--- src/rtl/control_unit_pkg.sv ---
// Shared encodings for the RV64 multi-cycle control unit: opcodes, legal funct3 values,
// FSM states, instruction classes and the registered control-strobe bundle.
package control_unit_pkg;

   localparam logic [6:0] OP_ALU_R  = 7'b0110011;
   localparam logic [6:0] OP_ALU_I  = 7'b0010011;
   localparam logic [6:0] OP_LOAD   = 7'b0000011;
   localparam logic [6:0] OP_STORE  = 7'b0100011;
   localparam logic [6:0] OP_BRANCH = 7'b1100011;

   localparam logic [2:0] F3_ADD    = 3'b000;
   localparam logic [2:0] F3_DWORD  = 3'b011;
   localparam logic [2:0] F3_BEQ    = 3'b000;
   localparam logic [2:0] F3_BNE    = 3'b001;
   localparam logic [2:0] F3_BLT    = 3'b100;
   localparam logic [2:0] F3_BGE    = 3'b101;
   localparam logic [2:0] F3_BLTU   = 3'b110;
   localparam logic [2:0] F3_BGEU   = 3'b111;

   typedef enum logic [2:0] {
      ST_RESET,
      ST_FETCH,
      ST_DECODE,
      ST_EXEC,
      ST_MEM,
      ST_WB,
      ST_HALT
   } state_e;

   typedef enum logic [2:0] {
      CLS_ALU_R,
      CLS_ALU_I,
      CLS_LOAD,
      CLS_STORE,
      CLS_BRANCH,
      CLS_ILLEGAL
   } instr_class_e;

   typedef struct packed {
      logic sub;
      logic din2_imm;
      logic rf_din_alu;
      logic we_rf;
      logic we_mem;
      logic load_pc;
      logic pc_next_sel;
      logic reset_pc;
      logic halted;
   } ctrl_t;

   // Moore decode of the strobes for a given state and latched instruction class.
   function automatic ctrl_t decode_ctrl(input state_e st, input instr_class_e cls,
                                         input logic alu_sub);
      ctrl_t c;
      logic  imm_class;
      c         = '0;
      imm_class = (cls == CLS_ALU_I) || (cls == CLS_LOAD) || (cls == CLS_STORE);
      case (st)
         ST_RESET: c.reset_pc = 1'b1;
         ST_EXEC: begin
            c.din2_imm = imm_class;
            c.sub      = ((cls == CLS_ALU_R) && alu_sub) || (cls == CLS_BRANCH);
            if (cls == CLS_BRANCH) begin
               c.load_pc     = 1'b1;
               c.pc_next_sel = 1'b1;
            end
         end
         ST_MEM: begin
            c.din2_imm = imm_class;
            if (cls == CLS_STORE) begin
               c.we_mem  = 1'b1;
               c.load_pc = 1'b1;
            end
         end
         ST_WB: begin
            c.din2_imm   = imm_class;
            c.sub        = (cls == CLS_ALU_R) && alu_sub;
            c.we_rf      = 1'b1;
            c.load_pc    = 1'b1;
            c.rf_din_alu = (cls != CLS_LOAD);
         end
         ST_HALT: c.halted = 1'b1;
         default: ;
      endcase
      return c;
   endfunction

endpackage

--- src/rtl/instr_class_decoder.sv ---
// Combinational classifier: maps opcode/funct3/funct7[5] onto an instruction class
// and flags any combination the datapath cannot execute.
module instr_class_decoder
   import control_unit_pkg::*;
(
   input  logic [6:0]   opcode,
   input  logic [2:0]   funct3,
   input  logic         funct7_5,
   output instr_class_e cls,
   output logic         illegal,
   output logic         alu_sub
);

   // NOTE: cls gets a default before the case so no path leaves it unassigned (no latch).
   always_comb begin
      cls = CLS_ILLEGAL;
      case (opcode)
         OP_ALU_R:  if (funct3 == F3_ADD)   cls = CLS_ALU_R;
         OP_ALU_I:  if (funct3 == F3_ADD)   cls = CLS_ALU_I;
         OP_LOAD:   if (funct3 == F3_DWORD) cls = CLS_LOAD;
         OP_STORE:  if (funct3 == F3_DWORD) cls = CLS_STORE;
         OP_BRANCH: if (funct3 inside {F3_BEQ, F3_BNE, F3_BLT, F3_BGE, F3_BLTU, F3_BGEU})
                       cls = CLS_BRANCH;
         default:   cls = CLS_ILLEGAL;
      endcase
   end

   assign illegal = (cls == CLS_ILLEGAL);
   assign alu_sub = funct7_5 && (cls == CLS_ALU_R);

endmodule

--- src/rtl/control_unit.sv ---
// Multi-cycle control FSM for the RV64 datapath: FETCH/DECODE/EXEC/MEM/WB sequencing
// with registered Moore strobes; load_ir alone follows run combinationally in FETCH.
module control_unit
   import control_unit_pkg::*;
(
   input  logic       CLK,
   input  logic       RST_N,
   input  logic       run,
   input  logic [6:0] opcode,
   input  logic [2:0] funct3,
   input  logic       funct7_5,
   output logic       load_ir,
   output logic       sub,
   output logic       ULA_din2_sel,
   output logic       RF_din_sel,
   output logic       WE_RF,
   output logic       WE_MEM,
   output logic       load_pc,
   output logic       pc_next_sel,
   output logic       reset_pc,
   output logic       halted
);

   state_e       state_q, state_d;
   instr_class_e cls_q, cls_d;
   logic         alu_sub_q, alu_sub_d;
   ctrl_t        ctrl_q, ctrl_d;

   instr_class_e dec_cls;
   logic         dec_illegal;
   logic         dec_alu_sub;

   instr_class_decoder u_decoder (
      .opcode   (opcode),
      .funct3   (funct3),
      .funct7_5 (funct7_5),
      .cls      (dec_cls),
      .illegal  (dec_illegal),
      .alu_sub  (dec_alu_sub)
   );

   always_comb begin
      state_d   = state_q;
      cls_d     = cls_q;
      alu_sub_d = alu_sub_q;
      case (state_q)
         ST_RESET:  state_d = ST_FETCH;
         ST_FETCH:  if (run) state_d = ST_DECODE;
         ST_DECODE: begin
            cls_d     = dec_cls;
            alu_sub_d = dec_alu_sub;
            state_d   = dec_illegal ? ST_HALT : ST_EXEC;
         end
         ST_EXEC: begin
            if (cls_q == CLS_BRANCH)
               state_d = ST_FETCH;
            else if ((cls_q == CLS_LOAD) || (cls_q == CLS_STORE))
               state_d = ST_MEM;
            else
               state_d = ST_WB;
         end
         ST_MEM:    state_d = (cls_q == CLS_LOAD) ? ST_WB : ST_FETCH;
         ST_WB:     state_d = ST_FETCH;
         ST_HALT:   state_d = ST_HALT;
         default:   state_d = ST_RESET;
      endcase
      // Strobes are decoded from the next state so the flops hold the value for state_q.
      ctrl_d = decode_ctrl(state_d, cls_d, alu_sub_d);
   end

   // NOTE: sequential state uses non-blocking assignments only; the async reset clears
   // every strobe in the same instant RST_N falls, including a live WE_MEM/WE_RF.
   always_ff @(posedge CLK or negedge RST_N) begin
      if (!RST_N) begin
         state_q   <= ST_RESET;
         cls_q     <= CLS_ALU_R;
         alu_sub_q <= 1'b0;
         ctrl_q    <= decode_ctrl(ST_RESET, CLS_ALU_R, 1'b0);
      end else begin
         state_q   <= state_d;
         cls_q     <= cls_d;
         alu_sub_q <= alu_sub_d;
         ctrl_q    <= ctrl_d;
      end
   end

   assign load_ir      = (state_q == ST_FETCH) && run;
   assign sub          = ctrl_q.sub;
   assign ULA_din2_sel = ctrl_q.din2_imm;
   assign RF_din_sel   = ctrl_q.rf_din_alu;
   assign WE_RF        = ctrl_q.we_rf;
   assign WE_MEM       = ctrl_q.we_mem;
   assign load_pc      = ctrl_q.load_pc;
   assign pc_next_sel  = ctrl_q.pc_next_sel;
   assign reset_pc     = ctrl_q.reset_pc;
   assign halted       = ctrl_q.halted;

endmodule

--- config.mk ---
export PLATFORM = sky130hd
export DESIGN_NAME = control_unit
export DESIGN_NICKNAME = d
export VERILOG_FILES = /design/src/rtl/control_unit_pkg.sv /design/src/rtl/instr_class_decoder.sv /design/src/rtl/control_unit.sv
export SDC_FILE = /design/constraint.sdc
export NUM_CORES = 1
export LEC_CHECK = 0
export BUFFER_PORTS_ARGS = -buffer_cell sky130_fd_sc_hd__buf_2
export CAP_MARGIN = 40
export CORE_MARGIN = 4
export CORE_UTILIZATION = 46
export DETAILED_ROUTE_END_ITERATION = 8
export HOLD_SLACK_MARGIN = 0.15
export PLACE_DENSITY = 0.74
export RECOVER_POWER = 25
export SYNTH_ARGS = -nofsm -noshare
export SYNTH_HDL_FRONTEND = slang
export SYNTH_HIERARCHICAL = 1
export SYNTH_SLANG_ARGS = --single-unit
--- constraint.sdc ---
create_clock -name CLK -period 1.52 [get_ports CLK]
set_clock_uncertainty 0.15 [all_clocks]
set_input_delay 0.152 -clock CLK [delete_from_list [all_inputs] [get_ports CLK]]
set_output_delay 0.152 -clock CLK [all_outputs]
set_load 0.01 [all_outputs]
==> results of run 1 <==
-- final cells by class --
| class | count | share of cell area |
|---|---|---|
| Sequential cell | 16 | 0.2550 |
| Timing Repair Buffer | 58 | 0.2716 |
| Tap cell | 25 | 0.01986 |
| Multi-Input combinational cell | 64 | 0.4170 |
| Inverter | 5 | 0.01350 |
| Clock buffer | 4 | 0.02303 |
-- cell usage in the layout (no fill, tap or decap), types with 2 or more instances in the layout --
master,netlist,layout
and4bb_1,2,2
o21ai_2,0,3
mux2_4,0,2
buf_4,0,26
buf_2,1,19
dfrtp_1,15,15
a221oi_2,0,2
nor3b_4,1,2
nand2b_1,3,2
o21bai_1,2,2
buf_6,0,11
nor3_2,1,3
nor2_2,0,2
inv_1,5,4
nand3b_1,2,2
a21oi_1,4,2
nor2_1,7,4
nand2_1,2,2
clkbuf_4,0,3
nor3b_1,2,2
-- worst paths after layout --
check,slack (ns),endpoint,startpoint
max in group asynchronous,0.36,cls_q[2],RST_N
setup / recovery,-0.25,sub,opcode[6]
hold reg to reg,0.38,alu_sub_q,alu_sub_q
hold / removal,0.30,ULA_din2_sel,opcode[3]
min in group asynchronous,0.33,state_q[2],RST_N
setup reg to reg,-0.22,load_pc,state_q[0]
-- routing by layer --
layer,vias up,track usage
met5,-,0
met4,0,0.1191
met3,10,0.03989
met2,45,0.3678
met1,495,0.2721
li1,449,-
-- sequential cells by signal, indices dropped and copies added, names as in the netlist --
signal        count
RF_din_sel        1
ULA_din2_sel      1
WE_MEM            1
WE_RF             1
alu_sub_q         1
cls_q             3
halted            1
load_pc           1
pc_next_sel       1
reset_pc          1
state_q           3
sub               1
-- timing repair --
item | CTS | global route
pin swaps | 12 | 15
setup endpoints to repair | 8 | 15
setup buffers | 7 | 2
gates resized for setup | 12 | 24
hold endpoints to repair | 16 | 0
hold buffers | 1 | 0
-- stage by stage --
step	TNS [ns]	utilization	power, mW	instance area [um^2]	setup WS [ns]
CTS	-1.252	0.8007	1.727	1458	-0.3051
global route	-2.104	0.8653	2.039	1575	-0.3130
finish	-1.445	0.8653	1.940	1575	-0.2468
global placement	-3.612	0.7285	1.353	1326	-0.5059
detailed placement	-3.837	0.7285	1.369	1326	-0.6220
floorplan	-1.734	-	0.9849	974.7	-0.2904
-- power breakdown --
part | switching [mW] | total, mW | internal (mW)
combinational | 0.469 | 1.02 | 0.548
clock | 0.136 | 0.281 | 0.146
sequential | 0.108 | 0.642 | 0.533
-- worst max-delay path, stage by stage --
cell and delay [ns]:
buf_6 0.10, or4b_4 0.56, nor3b_4 0.27, o31a_2 0.18
nor2_2 0.04, o31ai_2 0.23, o221ai_1 0.18, a21oi_1 0.14
-- synth_stat cells (all sizes together) (2+ instances only) --
master / n / area share
o21bai: 2 / 0.016
nor3: 4 / 0.027
nand4bb: 2 / 0.024
nor3b: 4 / 0.050
a21oi: 4 / 0.022
nor2b: 2 / 0.014
inv: 5 / 0.020
nand3b: 2 / 0.016
and3b: 2 / 0.019
nand2b: 3 / 0.020
a221oi: 2 / 0.019
o21ai: 4 / 0.022
dfrtp: 15 / 0.41
nand2: 2 / 0.0081
nor4: 2 / 0.030
o31ai: 2 / 0.016
mux2: 3 / 0.037
and4bb: 2 / 0.027
nor2: 7 / 0.028
-- logic make-up (layout without fill, tap and decap cells) --
kind of cell	Yosys count	count (layout)
flops	16	16
simple gates	39	39
compound gates	21	21
mux	4	4
buf+inv	6	67
==> impl_metrics.tcl, run 1 <==
set metrics [dict create \
    die-area_um2 2785 \
    clk_latency_ns 0.28 \
    cp-start-kind "primary input" \
    diodes 0 \
    worst_pin_slew_ns 0.8569 \
    synthesis.area_um2 922.1 \
    crit_fanout 2 \
    wire_per_inst_um 17.17 \
    dieWidth_um 52.78 \
    avgSynthCellArea_um2 10.72 \
    peakVddDrop_mv 0.9073 \
    gp_congestion 0.8846 \
    grtUsageTotal 0.2229 \
    status "finished with violations" \
    io_pins 24 \
    min_path_type "in2reg" \
    ys_async_sr_fraction 1.000 \
    cap_viol_max_count 0 \
    multiInputGateArea_um2 656.9 \
    num_vias 999 \
    p_leak_nw 0.7691 \
    cts_tree "built" \
    rows 15 \
    fmaxAchievable_mhz 566.0 \
    critPathKind "in2reg" \
    start_util 0.5065 \
    drive_gt1_frac 0.6395 \
    min_period_over_period 1.162 \
    synthAdderAreaFrac 0 \
    synth-compound-area-share 0.1655 \
    synth_edf_count 0 \
    clock_path_buffers 2 \
    dr_wl_met3_um 108 \
    violations "negative setup slack" \
    remaining_drc_errors 0 \
    synth_seq_area_share 0.4355 \
    core_area_um2 1821 \
    ys.flop_type "dfrtp_1" \
    grt.overflow.total 0 \
    worstPathRequired_ns 1.59 \
    grt_start_max_net_pins 17 \
    dr_wl_met2_mm 1.500 \
    slew_violations 0 \
    via_per_inst 5.808 \
    postRouteAntennaNets 0 \
    dieHeight_um 52.78 \
    syn_nets 100 \
    relSlewSlack 0.4287 \
    whs_ns 0.3024 \
    ys_seq_elements 16 \
    end_kind "register" \
    power-per-cell-area_nw_per_um2 1231 \
    hold_violations 0 \
    synth_warnings 6 \
    io_buffer_count 23 \
    clock_sinks 16 \
    synthCells 86 \
    drt_iter0_drc 27 \
    num-fill-cells 89 \
    synth_simple_gate_area_frac 0.3256 \
    synth_top_family_by_area "simple AND/OR/NAND/NOR gates" \
    seq_area_um2 401.6 \
    cp_data_arrival_time_ns 1.83 \
    wirelength_mm 2.953 \
    antenna_found_initial 0 \
    synth_xor_xnor_area_share 0 \
    synthMuxAreaShare 0.04749 \
    rsz0062_at_grt "yes" \
    htreeDepth 1 \
    clk_pin_slew_worst_paths_ns 0.10 \
    finalCriticalPeriod_ns 1.767 \
    dp.cells 161 \
    ctsRootBufferMaster "clkbuf_4" \
    r2r_cells 5 \
    syn2layout_area_growth_pct 70.83 \
    first_pass_iters 4 \
    setup_viol 14 \
    cts_buffers 3 \
    setup_slack_ns -0.2468 \
    finalNetCount 162 \
    wirelength_met1_mm 1.250 \
    whs_path_depth 6 \
    dpl.hpwl_mm 1.865 \
    grt_first_pass_wirelength_mm 4.471 \
    final_cells 172 \
    top_layer "met4" \
    synth.distinct_cells 40 \
    first_global_vias 967 \
]
No activity file was read; power rests on OpenSTA's default activity.
==> inputs of run 2 (changes only) <==
==> constraint.sdc (replaced) <==
create_clock -name CLK -period 1.52 [get_ports CLK]
set_clock_uncertainty 0.15 [all_clocks]
set_input_delay 0.076 -clock CLK [delete_from_list [all_inputs] [get_ports CLK]]
set_output_delay 0.076 -clock CLK [all_outputs]
set_load 0.01 [all_outputs]
==> run 2 against run 1 <==
  * The run still ends with negative setup slack left
  * Largest power group unchanged
  * Largest cell class unchanged
  * Wire length shrank 7.2%
  * Cell count shrank 0.58%
  * Clock power shrank 1%
  * Sequential share of layout area grew 1.6 points
  * Highest routed layer unchanged
==> impl_metrics.tcl, run 2 (synthesis gave the netlist of run 1 again) <==
set metrics [dict create \
    grtUsageTotal 0.2123 \
    diodes 0 \
    largestRegisters "cls_q: 3 flops, state_q: 3 flops" \
    finalCriticalPeriod_ns 1.716 \
    cts_buffers 3 \
    io_buffer_count 23 \
    io_pins 24 \
    worst_pin_slew_ns 0.3512 \
    cap_viol_max_count 0 \
    cp_top_family "simple AND/OR/NAND/NOR gates" \
    via_per_inst 5.591 \
    first_global_vias 938 \
    whs_ns 0.1838 \
    wire_per_inst_um 16.02 \
    cp-start-kind "primary input" \
    num_vias 956 \
    clk_latency_ns 0.29 \
    htreeDepth 1 \
    clock_path_buffers 2 \
    max_stage_delay_ns 0.56 \
    fin_util 0.8151 \
    rows 15 \
    grt_first_pass_wirelength_mm 4.222 \
    p_comb_frac 0.499 \
    postRouteAntennaNets 0 \
    p_sw_mw 0.6504 \
    layout_commonest_cell "buf_4" \
    start_util 0.5065 \
    fmaxAchievable_mhz 582.9 \
    ctsRootBufferMaster "clkbuf_4" \
    cp_data_arrival_time_ns 1.77 \
    hold_violations 0 \
    drive_gt1_frac 0.5616 \
    layout_common_cells "buf_4 (29), dfrtp_1 (15), buf_2 (14)" \
    clock_sinks 16 \
    clkPwrFrac 0.152 \
    min_path_type "in2reg" \
    p_leak_nw 0.6813 \
    min_period_over_period 1.129 \
    core_area_um2 1821 \
    relSlewSlack 0.7659 \
    dpl.hpwl_mm 1.910 \
    dieWidth_um 52.78 \
    grt_start_max_net_pins 17 \
    status "finished with violations" \
    finalNetCount 161 \
    first_pass_iters 4 \
    violations "negative setup slack" \
    end_kind "register" \
    setup_viol 12 \
    grt.overflow.total 0 \
    setup_slack_ns -0.1956 \
    p_int_mw 1.176 \
    dieHeight_um 52.78 \
    clk_pin_slew_worst_paths_ns 0.09 \
    seq_area_um2 401.6 \
    rsz0062_at_grt "yes" \
    power-per-cell-area_nw_per_um2 1231 \
    remaining_drc_errors 0 \
    syn2layout_area_growth_pct 60.92 \
    drt_iter0_drc 12 \
    crit_chain "buf_6 > or4b_4 > nor3b_4 > o31a_2 > nor2_1 > o31ai_1 > o221ai_2 > a21oi_1" \
    crit_fanout 2 \
    switching_share 0.3560 \
    power_frac_seq 0.350 \
    gp_congestion 0.8906 \
    peakVddDrop_mv 1.008 \
    crit_buf_inv 1 \
    num-fill-cells 118 \
    slew_violations 0 \
    die-area_um2 2785 \
    antenna_found_initial 0 \
    cts_tree "built" \
    multiInputGateArea_um2 598.1 \
    critPathKind "in2reg" \
    critPathSlowestCell "or4b_4" \
    worstPathRequired_ns 1.58 \
    wirelength_mm 2.739 \
]
[run 2: cell count changes in the layout (fill, tap and decap cells not counted), sizes merged]
cell and change:
clkbuf +5, buf -7, dlygate4sd3 +1
[run 2: final timing paths]
check                            from  cells after the start            to  slack [ns]
max in group asynchronous       RST_N                      3      reset_pc        0.29
min reg2reg                 alu_sub_q                      1     alu_sub_q        0.40
max                         funct3[0]                      8           sub       -0.20
min                         opcode[3]                      6  ULA_din2_sel        0.18
max reg2reg                state_q[0]                      7           sub       -0.12
min in group asynchronous       RST_N                      3       load_pc        0.63
[run 2: repair_timing]
item                                   in CTS  in global routing
pin swaps                                   8                  8
endpoints found under the hold margin      16                  0
gates resized for setup                    15                  8
setup endpoints to repair                   9                 14
hold buffers                                2                  0
setup buffers                               4                  2
[run 2: layout make-up]
type	count	share of cell area
well taps	25	0.02108
repair buffers	57	0.2681
inverters	5	0.01265
clock buffers	4	0.02445
flip-flops and latches	16	0.2707
multi-input cells	64	0.4030
[run 2: power groups by stage]
stage	registers (mW)	logic (mW)	clock network, mW
2_1_floorplan	0.662	0.323	0
3_3_place_gp	0.628	0.730	0
3_5_place_dp	0.630	0.752	0
4_1_cts	0.627	0.858	0.288
5_1_grt	0.651	0.984	0.295
6_report	0.639	0.911	0.277
[run 2: stage by stage]
stage                     power (mW)  TNS, ns  area, um^2  instances  setup slack (ns)
after global routing           1.931   -1.786        1484        171           -0.2554
after floorplan               0.9849   -1.059       974.7         86           -0.2144
final                          1.827  -0.9266        1484        171           -0.1956
after detailed placement       1.382   -3.045        1326        161           -0.4721
after global placement         1.358   -2.753        1326        161           -0.4278
after CTS                      1.773  -0.6491        1455        170           -0.1346
[run 2: metal layers]
layer | vias to the layer above | global-route usage | part of all wire | wire, um
li1 | 446 | - | - | -
met1 | 479 | 0.2460 | 0.39 | 1081
met2 | 27 | 0.3636 | 0.54 | 1475
met3 | 4 | 0.05413 | 0.051 | 141
met4 | 0 | 0.09362 | 0.015 | 40
met5 | - | 0 | 0 | 0
[run 2: worst min-delay path: cells and delay by family]
kind                   cells  cell delay, ns
AND/OR/NAND/NOR            3            0.20
AO/OA/AOI/OAI              2            0.23
buffers and inverters      1            0.10
==> inputs of run 3 (changes only) <==
REMOVE_ABC_BUFFERS = 1   (was unset)
==> run 3 against run 2 <==
  * The flow still finishes with violations (negative setup slack)
  * Worst setup slack improved by 0.017 ns
  * Critical path type is now reg2reg
  * Global-route usage down 2.4 points
  * Highest routed layer unchanged
  * Largest power group unchanged
  * Wire length shrank 7.8%
  * Sequential power down 0.9%
==> impl_metrics.tcl, run 3 (synthesis gave the netlist of run 1 again) <==
set metrics [dict create \
    relSlewSlack 0.7682 \
    slew_violations 0 \
    min_path_type "in2reg" \
    worstReg2RegEnd "sub" \
    diodes 0 \
    final_cells 169 \
    htreeDepth 1 \
    max_stage_delay_ns 0.45 \
    power_mw 1.817 \
    setup_viol 12 \
    violations "negative setup slack" \
    critPathSlowestCell "dfrtp_2" \
    cp_data_arrival_time_ns 1.77 \
    hold_violations 0 \
    whs_ns 0.1542 \
    remaining_drc_errors 0 \
    cap_viol_max_count 0 \
    min_period_over_period 1.117 \
    dp.cells 156 \
    cp_top_family "flip-flops" \
    fmaxAchievable_mhz 588.8 \
    grt_start_max_net_pins 17 \
    layout_commonest_cell "buf_4" \
    end_kind "register" \
    start_util 0.5065 \
    wirelength_mm 2.525 \
    finalNetCount 159 \
    crit_fanout 4 \
    critPathKind "reg2reg" \
    core_area_um2 1821 \
    crit_chain "nor3b_4 > mux2i_1 > buf_4 > o221ai_1 > a21oi_1" \
    worst_pin_slew_ns 0.3461 \
    peakVddDrop_mv 1.268 \
    via_per_inst 5.414 \
    cts_buffers 3 \
    switching_share 0.3607 \
    clk_pin_slew_worst_paths_ns 0.09 \
    gp_congestion 0.8991 \
    finalSetupTns_ns -1.200 \
    num-fill-cells 112 \
    first_global_vias 922 \
    drive_gt1_frac 0.6111 \
    crit_buf_inv 1 \
    layout_common_cells "buf_4 (26), buf_2 (20), dfrtp_1 (14)" \
    syn2layout_area_growth_pct 61.47 \
    clk_latency_ns 0.30 \
    wire_per_inst_um 14.94 \
    io_pins 24 \
    io_buffer_count 23 \
    r2r_cells 5 \
    clkPwrFrac 0.155 \
    p_sw_mw 0.6553 \
    power_frac_seq 0.348 \
    dieHeight_um 52.78 \
    crit_end "sub" \
    reg2reg_slack_ns -0.18 \
    p_leak_nw 0.7006 \
    cp-start-kind "register" \
    final_cell_area_um2 1489 \
    grt.overflow.total 0 \
    clock_path_buffers 2 \
    power-per-cell-area_nw_per_um2 1220 \
    seq_area_um2 402.9 \
    cts_hold_buf 2 \
    largestRegisters "cls_q: 3 flops, state_q: 3 flops" \
    cts_tree "built" \
    drt_iter0_drc 13 \
    dpl.hpwl_mm 1.727 \
    clock_sinks 16 \
    worstPathRequired_ns 1.59 \
    postRouteAntennaNets 0 \
    p_int_mw 1.162 \
    status "finished with violations" \
    setup_slack_ns -0.1785 \
    fin_util 0.8179 \
    startpoint "state_q[2]" \
    antenna_found_initial 0 \
    grt_first_pass_wirelength_mm 3.829 \
    finalCriticalPeriod_ns 1.698 \
    whs_path_depth 3 \
    dp_slack_ns -0.5155 \
    die-area_um2 2785 \
    rows 15 \
    first_pass_iters 4 \
    ctsRootBufferMaster "clkbuf_4" \
    p_comb_frac 0.497 \
    r2r-start "state_q[2]" \
    rsz0062_at_grt "yes" \
    multiInputGateArea_um2 603.1 \
    dpl-instance-area_um2 1236 \
    num_vias 915 \
    critical_path_depth 5 \
    grtUsageTotal 0.1884 \
    dieWidth_um 52.78 \
]
==> run 3: cell count changes in the layout (fill, tap and decap cells not counted), moves of 2 or more <==
cell / change
buf_2: +6
clkbuf_1: -6
buf_4: -3
nand2b_1: -2
nand2b_4: +2
==> run 3: final cells by class <==
cell class,instances,area share
Clock buffer,4,0.02437
Inverter,5,0.01429
Multi-Input combinational cell,64,0.4050
Sequential cell,16,0.2706
Tap cell,25,0.02101
Timing Repair Buffer,55,0.2647
==> run 3: worst min-delay path, cell delays in order <==
cell	delay (ns)
buf_2	0.08
and4bb_2	0.30
nand2b_1	0.12
==> run 3: timing repair <==
action,4_1_cts,5_1_grt
pin swaps,6,10
endpoints found under the hold margin,16,1
buffers inserted,3,4
endpoints found under the setup margin,10,12
gates cloned,0,0
resized for setup,16,21
==> run 3: power by group through the flow <==
stage / combinational, mW / sequential (mW) / clock, mW
after floorplan: 0.290 / 0.660 / 0
after global placement: 0.607 / 0.620 / 0
after detailed placement: 0.623 / 0.626 / 0
after CTS: 0.716 / 0.621 / 0.280
after global routing: 0.973 / 0.649 / 0.305
final: 0.903 / 0.633 / 0.282
==> run 3: how the worst min path moves through the flow <==
stage,from,slack [ns],to
after floorplan,RST_N,-0.37,RF_din_sel
after global placement,RST_N,-0.16,state_q[1]
after detailed placement,RST_N,-0.15,state_q[1]
after CTS,run,0.16,state_q[1]
after global routing,run,0.15,state_q[1]
final,run,0.15,state_q[1]
==> run 3: layer usage <==
metal  routed length [um]  part of all wire  GRT usage
met2                 1326              0.53     0.3285
met5                    0                 0          0
met3                  116             0.046    0.05983
met1                 1056              0.42     0.2142
met4                   26             0.010    0.06383
